===== src/rtl/vga_plot_unit.sv =====
`default_nettype none
// ============================================================================
// Module   : vga_plot_unit
// Purpose  : Captures plot requests (colour + packed x/y coordinate), buffers
//            them in a small FIFO and replays them into a 160x120, 3-bit VGA
//            adapter write port at one pixel per cycle. Also runs a
//            full-screen clear sweep on request.
// Revision : 1.0 - initial release
// ----------------------------------------------------------------------------
// Ports:
//   clock        in   system clock, rising edge
//   reset        in   asynchronous active-high reset
//   plot         in   single-cycle pixel request
//   color_value  in   [2:0] = pixel colour
//   coord_value  in   [15:8] = x, [7:0] = y
//   clear        in   single-cycle full-screen fill request
//   clear_color  in   fill colour, sampled when clear is taken
//   vga_x/y/colour/writeEn  out  adapter write port (registered)
//   busy         out  FIFO non-empty, sweeping, or a write in flight
//   full         out  FIFO holds FIFO_DEPTH entries
//   overflow     out  sticky, a request was dropped on a full FIFO
//   range_error  out  sticky, a request had an off-screen coordinate
// ============================================================================
module vga_plot_unit #(
    parameter int FIFO_DEPTH = 4,
    parameter int SCREEN_W   = 160,
    parameter int SCREEN_H   = 120
) (
    input  logic        clock,
    input  logic        reset,
    input  logic        plot,
    input  logic [15:0] color_value,
    input  logic [15:0] coord_value,
    input  logic        clear,
    input  logic [2:0]  clear_color,
    output logic [7:0]  vga_x,
    output logic [6:0]  vga_y,
    output logic [2:0]  vga_colour,
    output logic        vga_writeEn,
    output logic        busy,
    output logic        full,
    output logic        overflow,
    output logic        range_error
);

    localparam int PTR_W = $clog2(FIFO_DEPTH);
    localparam int CNT_W = PTR_W + 1;

    localparam logic [CNT_W-1:0] c_depth   = CNT_W'(FIFO_DEPTH);
    localparam logic [CNT_W-1:0] c_cnt_one = CNT_W'(1);
    localparam logic [PTR_W-1:0] c_ptr_one = PTR_W'(1);
    localparam logic [8:0]       c_w       = 9'(SCREEN_W);
    localparam logic [8:0]       c_h       = 9'(SCREEN_H);
    localparam logic [7:0]       c_x_last  = 8'(SCREEN_W - 1);
    localparam logic [6:0]       c_y_last  = 7'(SCREEN_H - 1);

    typedef enum logic [0:0] {
        ST_IDLE  = 1'b0,
        ST_CLEAR = 1'b1
    } state_t;

    state_t           state_q,       state_d;
    logic [7:0]       sx_q,          sx_d;
    logic [6:0]       sy_q,          sy_d;
    logic [2:0]       fill_q,        fill_d;
    logic [PTR_W-1:0] wr_ptr_q,      wr_ptr_d;
    logic [PTR_W-1:0] rd_ptr_q,      rd_ptr_d;
    logic [CNT_W-1:0] count_q,       count_d;
    logic [7:0]       x_q,           x_d;
    logic [6:0]       y_q,           y_d;
    logic [2:0]       colour_q,      colour_d;
    logic             we_q,          we_d;
    logic             busy_q,        busy_d;
    logic             full_q,        full_d;
    logic             overflow_q,    overflow_d;
    logic             range_err_q,   range_err_d;

    // Entry layout: {x[7:0], y[6:0], colour[2:0]}
    logic [17:0]      mem [FIFO_DEPTH];

    logic             w_in_range;
    logic             w_pop;
    logic             w_push;
    logic [17:0]      w_entry;
    logic [17:0]      w_head;
    logic             w_unused_color;

    assign w_unused_color = ^color_value[15:3];

    always_comb begin
        w_in_range = ({1'b0, coord_value[15:8]} < c_w) &&
                     ({1'b0, coord_value[7:0]}  < c_h);
        // A clear request claims the cycle, so the head stays queued.
        w_pop      = (state_q == ST_IDLE) && !clear && (count_q != '0);
        // A full FIFO still accepts when the head leaves in the same cycle.
        w_push     = plot && w_in_range && ((count_q != c_depth) || w_pop);
        w_entry    = {coord_value[15:8], coord_value[6:0], color_value[2:0]};
        w_head     = mem[rd_ptr_q];

        state_d     = state_q;
        sx_d        = sx_q;
        sy_d        = sy_q;
        fill_d      = fill_q;
        wr_ptr_d    = wr_ptr_q;
        rd_ptr_d    = rd_ptr_q;
        count_d     = count_q;
        x_d         = x_q;
        y_d         = y_q;
        colour_d    = colour_q;
        we_d        = 1'b0;
        overflow_d  = overflow_q;
        range_err_d = range_err_q;

        if (clear) begin
            // Start (or restart) the sweep; first pixel is emitted next edge.
            state_d = ST_CLEAR;
            sx_d    = '0;
            sy_d    = '0;
            fill_d  = clear_color;
        end else if (state_q == ST_CLEAR) begin
            x_d      = sx_q;
            y_d      = sy_q;
            colour_d = fill_q;
            we_d     = 1'b1;
            if (sx_q == c_x_last) begin
                sx_d = '0;
                if (sy_q == c_y_last) begin
                    sy_d    = '0;
                    state_d = ST_IDLE;
                end else begin
                    sy_d = sy_q + 7'd1;
                end
            end else begin
                sx_d = sx_q + 8'd1;
            end
        end else if (w_pop) begin
            {x_d, y_d, colour_d} = w_head;
            we_d     = 1'b1;
            rd_ptr_d = rd_ptr_q + c_ptr_one;
        end

        if (w_push) begin
            wr_ptr_d = wr_ptr_q + c_ptr_one;
        end

        case ({w_push, w_pop})
            2'b10:   count_d = count_q + c_cnt_one;
            2'b01:   count_d = count_q - c_cnt_one;
            default: count_d = count_q;
        endcase

        if (plot && !w_in_range) begin
            range_err_d = 1'b1;
        end
        if (plot && w_in_range && (count_q == c_depth) && !w_pop) begin
            overflow_d = 1'b1;
        end

        full_d = (count_d == c_depth);
        busy_d = (count_d != '0) || (state_d == ST_CLEAR) || we_d;
    end

    always_ff @(posedge clock or posedge reset) begin
        if (reset) begin
            state_q     <= ST_IDLE;
            sx_q        <= '0;
            sy_q        <= '0;
            fill_q      <= '0;
            wr_ptr_q    <= '0;
            rd_ptr_q    <= '0;
            count_q     <= '0;
            x_q         <= '0;
            y_q         <= '0;
            colour_q    <= '0;
            we_q        <= 1'b0;
            busy_q      <= 1'b0;
            full_q      <= 1'b0;
            overflow_q  <= 1'b0;
            range_err_q <= 1'b0;
        end else begin
            state_q     <= state_d;
            sx_q        <= sx_d;
            sy_q        <= sy_d;
            fill_q      <= fill_d;
            wr_ptr_q    <= wr_ptr_d;
            rd_ptr_q    <= rd_ptr_d;
            count_q     <= count_d;
            x_q         <= x_d;
            y_q         <= y_d;
            colour_q    <= colour_d;
            we_q        <= we_d;
            busy_q      <= busy_d;
            full_q      <= full_d;
            overflow_q  <= overflow_d;
            range_err_q <= range_err_d;
        end
    end

    // Storage needs no reset: the count and pointers define what is valid.
    always_ff @(posedge clock) begin
        if (w_push) begin
            mem[wr_ptr_q] <= w_entry;
        end
    end

    assign vga_x       = x_q;
    assign vga_y       = y_q;
    assign vga_colour  = colour_q;
    assign vga_writeEn = we_q;
    assign busy        = busy_q;
    assign full        = full_q;
    assign overflow    = overflow_q;
    assign range_error = range_err_q;

endmodule
`default_nettype wire


===== config.mk =====
export PLATFORM = sky130hd
export DESIGN_NAME = vga_plot_unit
export DESIGN_NICKNAME = d
export VERILOG_FILES = /design/src/rtl/vga_plot_unit.sv
export SDC_FILE = /design/constraint.sdc
export NUM_CORES = 1
export LEC_CHECK = 0
export BUFFER_PORTS_ARGS = -buffer_cell sky130_fd_sc_hd__buf_2
export CAP_MARGIN = 20
export CORE_MARGIN = 8
export CORE_UTILIZATION = 57
export DETAILED_ROUTE_END_ITERATION = 7
export PLACE_DENSITY = 0.77
export SLEW_MARGIN = 10
export SYNTH_ARGS = -nofsm -noshare
export SYNTH_HDL_FRONTEND = slang
export SYNTH_SLANG_ARGS = --single-unit

===== constraint.sdc =====
create_clock -name clock -period 3.05 [get_ports clock]
set_input_delay 0.4575 -clock clock [delete_from_list [all_inputs] [get_ports clock]]
set_output_delay 0.4575 -clock clock [all_outputs]
set_load 0.01 [all_outputs]

==> results.sh <==
export IMPL_skew_ps=16.4
export IMPL_hold_viol_final=0
export IMPL_numPortBuffers=48
export IMPL_post_place_ws_ps=545
export IMPL_crit_chain="or2_4, and4_4, nor4_4, inv_1, ha_1, inv_1, fa_1, xor2_1, nor2_1, xor2_1, nor3b_1"
export IMPL_io_pins=62
export IMPL_area_growth_pct=20.2
export IMPL_powerDensity_nw_per_um2=726
export IMPL_ctsHtreeMaxLevel=4
export IMPL_fin_crit_ps=2400
export IMPL_fillers=585
export IMPL_cts_tree="done"
export IMPL_synth_nets=365
export IMPL_start_kind="flop"
export IMPL_overflow=0
export IMPL_die_x_microns=110
export IMPL_antenna_found_initial=0
export IMPL_p_leak_nw=2.29
export IMPL_clk_pin_slew_ps=60
export IMPL_worst_path_max_delay_cell="dfrtp_1"
export IMPL_dp_cells=470
export IMPL_slowest_delay_ps=490
export IMPL_drv_cap=0
export IMPL_setup_viol=0
export IMPL_insertedDiodeCount=0
export IMPL_hp_class="in2reg"
export IMPL_setup_ws_ps=649
export IMPL_critPathKind="reg2reg"
export IMPL_crit_path_max_fanout=9
export IMPL_grt_total_usage_pct=17.4
export IMPL_crit_required_ps=3460
export IMPL_post_cts_setup_buffer_count=0
export IMPL_cts_sinks=121
export IMPL_core_region_area_sq_um=8590
export IMPL_slew_headroom_pct=38.2
export IMPL_ys_types=44
export IMPL_wl_per_cell_microns=19.2
export IMPL_vias_per_cell=5.70
export IMPL_grt_max_degree=50
export IMPL_grt_pass1_wl_microns=15400
export IMPL_grt_pass1_vias=2953
export IMPL_drtAntennaViolNets=0
export IMPL_path_buf_inv=2
export IMPL_clockBufferDepth=2
export IMPL_fin_cells=504
export IMPL_dieArea_sq_um=12000
export IMPL_drive_above_1_share_pct=30.8
export IMPL_firstDrtPassIters=5
export IMPL_synth_edff_count=72
export IMPL_yosys_most_used_dff="edfxtp_1"
export IMPL_tightest_slew_ps=926
export IMPL_yosysWarningCount=0
export IMPL_synthCells=318
export IMPL_seq_area_frac_synth_pct=67.9
export IMPL_outcome="finished clean"
export IMPL_post_cts_resized=0
export IMPL_gp_congestion=0.851
export IMPL_arrival_ps=2810
export IMPL_cts_root_buf="clkbuf_8"
export IMPL_ys_seq_elements=121
export IMPL_fin_nets=430
export IMPL_syn_area_sq_um=4990
export IMPL_first_iter_violations=189
export IMPL_wl_microns=9680
export IMPL_power_mw=4.35
export IMPL_vias=2874
export IMPL_dp_hpwl_microns=6250
export IMPL_critical_path_top_delay_family="simple AND/OR/NAND/NOR gates"
export IMPL_clkLatencyLatePin_ps=510
export IMPL_synth_area_per_cell_sq_um=15.7
export IMPL_vdd_drop_max_uv=501
export IMPL_rsz0062_at_grt="no"
export IMPL_cts_buffers=17
export IMPL_max_freq_mhz=417
export IMPL_drv_slew=0
export IMPL_finalCritPeriodShare_pct=78.7
export IMPL_start_util_pct=58.1
export IMPL_endpoint_kind="flop"
export IMPL_drc=0
export IMPL_tns_ps=0
export IMPL_placementRows=34
export IMPL_chipHeight_microns=110
export IMPL_holdBufCountCts=0
export IMPL_synth_async_reset_ratio_pct=40.5
## cell usage after synthesis (all sizes together), types with 8 or more instances
library cell,n,share of area [%]
edfxtp,72,43
inv,10,0.75
a21oi,22,2.3
nor2,28,2.1
mux2i,20,4.0
nand4,9,1.1
nand2,11,0.83
buf,10,1.2
dfrtp,49,25
xor2,8,1.4
mux4,18,8.1
## cells in the final DEF (no fill, tap or decap), types with 3 or more instances in the layout
cell type / synthesis / layout
edfxtp_1: 72 / 72
dfrtp_1: 49 / 49
buf_2: 8 / 48
nor2_1: 28 / 28
a21oi_1: 21 / 21
mux2i_1: 20 / 20
mux4_2: 18 / 18
clkbuf_16: 0 / 16
nand2_1: 11 / 11
inv_1: 10 / 9
nand4_1: 9 / 9
buf_4: 1 / 9
xor2_1: 8 / 8
nand3_1: 7 / 7
ha_1: 7 / 7
and2_1: 5 / 5
xnor2_1: 4 / 4
inv_6: 0 / 4
mux2_2: 3 / 3
o211ai_1: 3 / 3
o31ai_1: 3 / 3
clkinvlp_4: 0 / 3
bufinv_16: 0 / 3
clkinv_4: 0 / 3
## final timing paths
kind	from	to	slack, ps	cells past startpoint
worst max-delay path	state_q	full	650	11
worst min-delay path	color_value[0]	mem[1][0]	170	1
worst max register to register	state_q	full	650	11
worst min register to register	overflow	overflow	470	1
max in group asynchronous	reset	sx_q[5]	2100	4
min in group asynchronous	reset	wr_ptr_q[0]	460	3
## registers in the layout, indices dropped and copies added (netlist names), 2 cells and up
| name | count |
|---|---|
| count_q | 3 |
| fill_q | 3 |
| mem | 72 |
| rd_ptr_q | 2 |
| sx_q | 8 |
| sy_q | 7 |
| vga_colour | 3 |
| vga_x | 8 |
| vga_y | 7 |
| wr_ptr_q | 2 |
## logic make-up after synthesis
group	synth area share, %
xor gates and xnor gates	2.11
DFF	67.9
buffers and inverters	2.23
muxes	13.1
and+or+nand+nor	7.75
AOI/OAI and AO/OA	4.76
adders and majority gates	2.16
## routing by layer
metal | share of wire [%] | global-route usage [%] | wire length [microns]
met1 | 42 | 22.5 | 4100
met2 | 51 | 27.1 | 4940
met3 | 5.4 | 5.45 | 525
met4 | 1.1 | 6.85 | 108
met5 | 0 | 0 | 0
## metrics by stage
step | area, sq um | hold slack, ps | util (%)
2_1_floorplan | 4990 | 475 | -
3_3_place_gp | 5360 | 447 | 62.4
3_5_place_dp | 5360 | 457 | 62.4
4_1_cts | 5970 | 140 | 69.5
5_1_grt | 6000 | 144 | 69.8
6_report | 6000 | 165 | 69.8
## where the power goes
part	total, mW	internal [mW]	switching, mW	leakage [nW]
Clock	1.99	1.26	0.729	0.288
Combinational	0.408	0.176	0.232	0.741
Sequential	1.96	1.88	0.0712	1.26
Total	4.35	3.32	1.03	2.29
## worst reg2reg max path, stage by stage (launching register included)
cell	delay, ps
dfrtp_1	490
or2_4	200
and4_4	260
nor4_4	50
inv_1	80
ha_1	180
inv_1	60
fa_1	370
xor2_1	150
nor2_1	110
xor2_1	170
nor3b_1	210
## area by class of cell
type	count	area, sq um	share of cell area (%)
clock buffer	17	414	6.90
clock inverter	15	190	3.17
sequential	121	3390	56.5
inverter	11	41.3	0.688
multi-input combinational	173	1490	24.9
tap	108	135	2.25
timing repair buffer	59	338	5.63
(Power assumes the default switching activity.)
